===== config.mk =====
export PLATFORM = sky130hd
export DESIGN_NAME = ifid_stage_flat
export DESIGN_NICKNAME = d
export VERILOG_FILES = /design/src/rtl/cpu_pkg.sv /design/src/rtl/ifid_stage_if.sv /design/src/rtl/ifid_stage_pc_register.sv /design/src/rtl/ifid_stage.sv /design/src/flat_wrapper.sv
export SDC_FILE = /design/constraint.sdc
export NUM_CORES = 1
export LEC_CHECK = 0
export ABC_CLOCK_PERIOD_IN_PS = 2600
export CORE_MARGIN = 5
export CORE_UTILIZATION = 30
export CTS_CLUSTER_DIAMETER = 80
export DETAILED_ROUTE_END_ITERATION = 8
export GPL_TIMING_DRIVEN = 0
export PLACE_DENSITY_LB_ADDON = 0.05
export SLEW_MARGIN = 15
export SYNTH_ARGS = -nofsm -noshare
export SYNTH_HDL_FRONTEND = slang
export SYNTH_SLANG_ARGS = --single-unit

===== constraint.sdc =====
create_clock -name clk_i -period 2.6 [get_ports clk_i]
set_input_delay 0.26 -clock clk_i [delete_from_list [all_inputs] [get_ports clk_i]]
set_output_delay 0.26 -clock clk_i [all_outputs]
set_load 0.01 [all_outputs]

===== src/rtl/cpu_pkg.sv =====
// cpu_pkg: shared widths and constants for the fetch stage.
// Provides WORD_W, PC_INC, NOP_INSTR and the word-alignment helper align().
package cpu_pkg;
    localparam int WORD_W = 32;
    localparam logic [WORD_W-1:0] PC_INC = 32'd4;
    localparam logic [WORD_W-1:0] NOP_INSTR = 32'h0000_0000;
    function automatic logic [WORD_W-1:0] align(input logic [WORD_W-1:0] a);
        return {a[WORD_W-1:2], 2'b00};
    endfunction
endpackage


===== src/rtl/ifid_stage_if.sv =====
// ifid_stage_if: fetch-stage bus bundling hazard controls, branch redirect,
// instruction memory read data, the IF/ID register outputs and perf counters.
// Modports: master drives controls and Instr_i; slave is the fetch stage.
interface ifid_stage_if;
    import cpu_pkg::*;
    logic              PC_Write;
    logic              IFID_Write;
    logic              IFID_Flush;
    logic [WORD_W-1:0] Branch_Target;
    logic [WORD_W-1:0] Instr_i;
    logic [WORD_W-1:0] PC_o;
    logic [WORD_W-1:0] IFID_PC_Plus4;
    logic [WORD_W-1:0] IFID_Instr;
    logic              IFID_Valid;
    logic [WORD_W-1:0] Stall_Count;
    logic [WORD_W-1:0] Flush_Count;
    modport master (
        output PC_Write, IFID_Write, IFID_Flush, Branch_Target, Instr_i,
        input  PC_o, IFID_PC_Plus4, IFID_Instr, IFID_Valid, Stall_Count, Flush_Count
    );
    modport slave (
        input  PC_Write, IFID_Write, IFID_Flush, Branch_Target, Instr_i,
        output PC_o, IFID_PC_Plus4, IFID_Instr, IFID_Valid, Stall_Count, Flush_Count
    );
endinterface


===== src/rtl/ifid_stage_pc_register.sv =====
// pc_register: program counter with reset > flush > write > hold priority.
// Ports: clk_i, rst_i (sync, active-high), pc_write_i, flush_i, target_i, pc_o.
module pc_register
    import cpu_pkg::*;
#(
    parameter logic [WORD_W-1:0] RESET_PC = 32'h0000_0000
) (
    input  logic              clk_i,
    input  logic              rst_i,
    input  logic              pc_write_i,
    input  logic              flush_i,
    input  logic [WORD_W-1:0] target_i,
    output logic [WORD_W-1:0] pc_o
);
    logic [WORD_W-1:0] pc_q, pc_d;
    // Addition wraps naturally modulo 2^32; alignment keeps pc[1:0] at zero.
    always_comb pc_d = flush_i ? align(target_i) : pc_write_i ? pc_q + PC_INC : pc_q;
    always_ff @(posedge clk_i) begin
        if (rst_i) pc_q <= align(RESET_PC);
        else       pc_q <= pc_d;
    end
    assign pc_o = pc_q;
endmodule


===== src/rtl/ifid_stage.sv =====
// ifid_stage: instruction-fetch stage owning the PC and the IF/ID register.
// Ports: clk_i, rst_i (sync, active-high), bus (ifid_stage_if.slave).
// Optional feature macro PERF_COUNT_EN: saturating stall/flush counters;
// when undefined, Stall_Count and Flush_Count are tied to 0.
module ifid_stage
    import cpu_pkg::*;
#(
    parameter logic [WORD_W-1:0] RESET_PC = 32'h0000_0000
) (
    input  logic         clk_i,
    input  logic         rst_i,
    ifid_stage_if.slave  bus
);
    logic [WORD_W-1:0] pc;
    logic [WORD_W-1:0] instr_q, instr_d, plus4_q, plus4_d;
    logic              valid_q, valid_d;
    pc_register #(.RESET_PC(RESET_PC)) u_pc (
        .clk_i      (clk_i),
        .rst_i      (rst_i),
        .pc_write_i (bus.PC_Write),
        .flush_i    (bus.IFID_Flush),
        .target_i   (bus.Branch_Target),
        .pc_o       (pc)
    );
    always_comb begin
        instr_d = bus.IFID_Flush ? NOP_INSTR : bus.IFID_Write ? bus.Instr_i : instr_q;
        plus4_d = bus.IFID_Flush ? '0 : bus.IFID_Write ? pc + PC_INC : plus4_q;
        valid_d = bus.IFID_Flush ? 1'b0 : bus.IFID_Write ? 1'b1 : valid_q;
    end
    always_ff @(posedge clk_i) begin
        if (rst_i) begin
            instr_q <= NOP_INSTR;
            plus4_q <= '0;
            valid_q <= 1'b0;
        end else begin
            instr_q <= instr_d;
            plus4_q <= plus4_d;
            valid_q <= valid_d;
        end
    end
    assign bus.PC_o          = pc;
    assign bus.IFID_Instr    = instr_q;
    assign bus.IFID_PC_Plus4 = plus4_q;
    assign bus.IFID_Valid    = valid_q;
`ifdef PERF_COUNT_EN
    logic [WORD_W-1:0] stall_q, stall_d, flush_q, flush_d;
    // A flush edge is not a stall even when IFID_Write is low.
    always_comb begin
        stall_d = (!bus.IFID_Flush && !bus.IFID_Write && stall_q != '1) ? stall_q + 32'd1 : stall_q;
        flush_d = (bus.IFID_Flush && flush_q != '1) ? flush_q + 32'd1 : flush_q;
    end
    always_ff @(posedge clk_i) begin
        if (rst_i) begin
            stall_q <= '0;
            flush_q <= '0;
        end else begin
            stall_q <= stall_d;
            flush_q <= flush_d;
        end
    end
    assign bus.Stall_Count = stall_q;
    assign bus.Flush_Count = flush_q;
`else
    assign bus.Stall_Count = '0;
    assign bus.Flush_Count = '0;
`endif
endmodule

===== src/flat_wrapper.sv =====
// flat-port wrapper written by rule: the top's interface ports become plain ports
module ifid_stage_flat import cpu_pkg::*;
#(
    parameter logic [WORD_W-1:0] RESET_PC = 32'h0000_0000
)
  (clk_i, rst_i, bus_PC_Write, bus_IFID_Write, bus_IFID_Flush, bus_Branch_Target, bus_Instr_i, bus_PC_o, bus_IFID_PC_Plus4, bus_IFID_Instr, bus_IFID_Valid, bus_Stall_Count, bus_Flush_Count);
  ifid_stage_if bus_i ();
  input  logic clk_i;
  input  logic rst_i;
  input wire logic [$bits(bus_i.PC_Write)-1:0] bus_PC_Write;
  input wire logic [$bits(bus_i.IFID_Write)-1:0] bus_IFID_Write;
  input wire logic [$bits(bus_i.IFID_Flush)-1:0] bus_IFID_Flush;
  input wire logic [$bits(bus_i.Branch_Target)-1:0] bus_Branch_Target;
  input wire logic [$bits(bus_i.Instr_i)-1:0] bus_Instr_i;
  output wire logic [$bits(bus_i.PC_o)-1:0] bus_PC_o;
  output wire logic [$bits(bus_i.IFID_PC_Plus4)-1:0] bus_IFID_PC_Plus4;
  output wire logic [$bits(bus_i.IFID_Instr)-1:0] bus_IFID_Instr;
  output wire logic [$bits(bus_i.IFID_Valid)-1:0] bus_IFID_Valid;
  output wire logic [$bits(bus_i.Stall_Count)-1:0] bus_Stall_Count;
  output wire logic [$bits(bus_i.Flush_Count)-1:0] bus_Flush_Count;
  assign bus_i.PC_Write = bus_PC_Write;
  assign bus_i.IFID_Write = bus_IFID_Write;
  assign bus_i.IFID_Flush = bus_IFID_Flush;
  assign bus_i.Branch_Target = bus_Branch_Target;
  assign bus_i.Instr_i = bus_Instr_i;
  assign bus_PC_o = bus_i.PC_o;
  assign bus_IFID_PC_Plus4 = bus_i.IFID_PC_Plus4;
  assign bus_IFID_Instr = bus_i.IFID_Instr;
  assign bus_IFID_Valid = bus_i.IFID_Valid;
  assign bus_Stall_Count = bus_i.Stall_Count;
  assign bus_Flush_Count = bus_i.Flush_Count;
  ifid_stage #(.RESET_PC(RESET_PC)) u_core (.clk_i(clk_i), .rst_i(rst_i), .bus(bus_i));
endmodule

==> summary.md <==
| Metric | Value |
|---|---|
| Outcome | complete, no violations |
| IO Port Bufs | 157 |
| Initial antenna violation count | 0 |
| Clk root buf | clkbuf_16 |
| Syn-to-layout area delta | 51.0% |
| Kind of critical path | reg -> reg |
| Setup violators final | 0 |
| Remaining Overflow, GRT | 0 |
| Post-Synthesis Cells | 545 |
| Setup Buffers After CTS | 0 |
| Register area | 1860 sq um |
| Power Density | 518 nW/um^2 |
| Leakage | 2.83 nW |
| Min-Delay Path Class | in -> reg |
| Tot Pwr | 3.75 mW |
| Synth cell types | 41 |
| Pre-Repair DR Iteration Count | 4 |
| Fmax | 457 MHz |
| Final Skew | 0.00705 ns |
| Iter 0 DRT Violations | 199 |
| Total GRT Usage | 0.163 |
| Clk buf depth | 2 |
| HPWL Detailed | 11900 um |
| Synth Register Bits | 93 |
| Critical Path End Type | flip-flop |
| Critical path startpoint category | flip-flop |
| GPL Wtd Cong | 0.835 |
| Worst-skew pair later-pin latency | 0.35 ns |
| CTS Hold Buffers Added | 0 |
| Worst Tran Pin Value | 0.753 ns |
| Final Cell Area | 7230 sq um |
| Final ANT Viol Nets | 0 |
| Setup tns final | 0 ns |
| Peak VDD IR | 297 uV |
| MaxCap Viol Count | 0 |
| Vias in the first global route | 4300 |
| Final nets | 850 |
| Synthesized area | 4780 sq um |
| CTS sink count | 93 |
| Max Transition Viols Final | 0 |
| Worst endpoint data arrival time | 2.40 ns |
| Seq/Total Area, Yosys | 0.389 |
| Largest net degree at the start of global routing | 16 |
| Crit path time final | 2.19 ns |
| I/O pins | 230 |
| TritonCTS clock tree | done |
| Fillers | 1600 |
| Wirelength per Cell | 15.5 um |
| # diodes | 0 |
| Multi-input gate area | 2470 sq um |
| Post-DP Area | 6880 sq um |
| Via Count | 4357 |
| RSZ-0062 raised after global routing | false |
| Core Box Area | 15800 sq um |
| Ys Warns | 0 |
| H-tree depth | 3 |
| Post-CTS Resized | 0 |
| Fraction of layout cells with a size suffix above 1 | 0.146 |
| Max FO, Critical Path | 10 |
| Final Hold Fails | 0 |
| Initial core utilization | 0.303 |
| Worst path required time | 2.81 ns |
| # rows | 46 |
| DRT Wirelength | 15500 um |
| Drt via density | 4.35 |
| DRC viols | 0 |
| Avg Inst Size Synth | 8.78 sq um |
| CTS Buf Count | 9 |
| Slew headroom | 0.498 |
| Die height | 136 um |
| First-pass GRT wire length | 23500 um |
| Worst-path clk slew | 0.07 ns |
| Tcrit/Tclk final | 0.841 |
| Die X | 136 um |
| Die ar. | 18600 sq um |
-- kinds of logic after synthesis --
group	after synthesis	share of synthesized area
compound gates	88	0.110
xor+xnor	48	0.0879
fa+ha+maj	1	0.00261
buf+inv	111	0.148
flops	93	0.389
mux	35	0.0732
other cells	1	0.000784
simple gates	168	0.188
-- final timing paths --
path | cells past startpoint | start | slack (ns) | end
worst max-delay path | 8 | u_core.u_pc.pc_o[2] | 0.41 | u_core.bus.IFID_PC_Plus4[24]
worst min-delay path | 3 | bus_IFID_Write | 0.41 | u_core.bus.IFID_PC_Plus4[13]
worst max register to register | 8 | u_core.u_pc.pc_o[2] | 0.41 | u_core.bus.IFID_PC_Plus4[24]
worst min register to register | 2 | u_core.bus.IFID_Valid | 0.47 | u_core.bus.IFID_Valid
-- critical path, cell delays in order, from the launching register on --
cell     delay [ns]
dfxtp_1        0.46
ha_1           0.29
nand3_1        0.17
or2_1          0.25
buf_4          0.18
buf_6          0.16
nor4b_2        0.29
xnor2_1        0.16
a21oi_1        0.08
-- placed cells by master, fill, tap and decap left out, types with 3 or more instances in the layout --
| cell | synthesis | layout |
|---|---|---|
| nand2_1 | 26 | 26 |
| xor2_1 | 12 | 12 |
| a211oi_1 | 19 | 19 |
| nand4_1 | 7 | 7 |
| buf_1 | 7 | 7 |
| nand3_1 | 9 | 9 |
| buf_2 | 4 | 4 |
| mux2i_1 | 35 | 35 |
| conb_1 | 1 | 68 |
| a311oi_1 | 4 | 4 |
| nor4_1 | 5 | 5 |
| nor4_2 | 9 | 9 |
| a21oi_1 | 31 | 31 |
| clkdlybuf4s50_1 | 0 | 157 |
| clkbuf_16 | 0 | 9 |
| buf_4 | 70 | 70 |
| o21ai_0 | 25 | 25 |
| and3_1 | 5 | 5 |
| and4_1 | 4 | 4 |
| dfxtp_1 | 93 | 93 |
| clkbuf_1 | 22 | 22 |
| bufinv_16 | 0 | 3 |
| or3_1 | 5 | 5 |
| xnor2_1 | 36 | 36 |
| inv_1 | 5 | 5 |
| buf_6 | 3 | 3 |
| nor2_1 | 76 | 76 |
| o22ai_1 | 5 | 5 |
| nor3_1 | 9 | 9 |
-- Yosys cell counts, drive strengths merged --
library cell,count,area share
dfxtp,93,0.39
o22ai,5,0.0065
a31oi,1,0.0013
nand2,28,0.023
xor2,12,0.022
nor4b,1,0.0031
and2,1,0.0013
ha,1,0.0026
buf,84,0.13
o21ai,25,0.026
nand3,10,0.012
inv,5,0.0039
nor4,15,0.035
or3,5,0.0065
nand4,9,0.016
conb,1,0.00078
o21bai,1,0.0016
clkbuf,22,0.017
xnor2,36,0.066
a21oi,31,0.032
nor3,11,0.014
and4,5,0.0097
and3,5,0.0065
a311oi,4,0.0073
or2,2,0.0026
mux2i,35,0.073
a211oi,21,0.035
nor2,76,0.060
-- cell type report --
cell class / instances / share of cell area
Clock inverter: 6 / 0.0152
Clock buffer: 10 / 0.0331
Tap cell: 216 / 0.0374
Buffer: 106 / 0.0952
Sequential cell: 93 / 0.258
Multi-Input combinational cell: 408 / 0.341
Inverter: 5 / 0.00260
Timing Repair Buffer: 157 / 0.217
-- state kept, by name, summed over array words and instances (netlist names) --
name	flops
u_core.bus.IFID_PC_Plus4	30
u_core.bus.IFID_Valid	1
u_core.u_pc.pc_o	30
u_core.bus.IFID_Instr	32
-- report_power, final --
part / internal (mW) / switching [mW]
logic: 0.354 / 0.294
clock network: 0.964 / 0.575
registers: 1.49 / 0.0697
total: 2.81 / 0.939
-- metrics by stage --
stage | setup slack (ns) | cells | hold WS, ns | util
5_1_grt | 0.192 | 1001 | 0.435 | 0.458
2_1_floorplan | 0.632 | 612 | 0.403 | -
4_1_cts | 0.363 | 1001 | 0.402 | 0.458
3_3_place_gp | 0.300 | 985 | 0.450 | 0.436
6_report | 0.412 | 1001 | 0.411 | 0.458
3_5_place_dp | 0.321 | 985 | 0.463 | 0.436
-- layer usage --
metal | global-route usage | part of all wire | routed length (um)
met1 | 0.210 | 0.44 | 6890
met2 | 0.268 | 0.47 | 7250
met3 | 0.0422 | 0.075 | 1160
met4 | 0.0526 | 0.013 | 200
met5 | 0 | 0 | 0
Note: power is estimated with default switching activity, not from simulation.
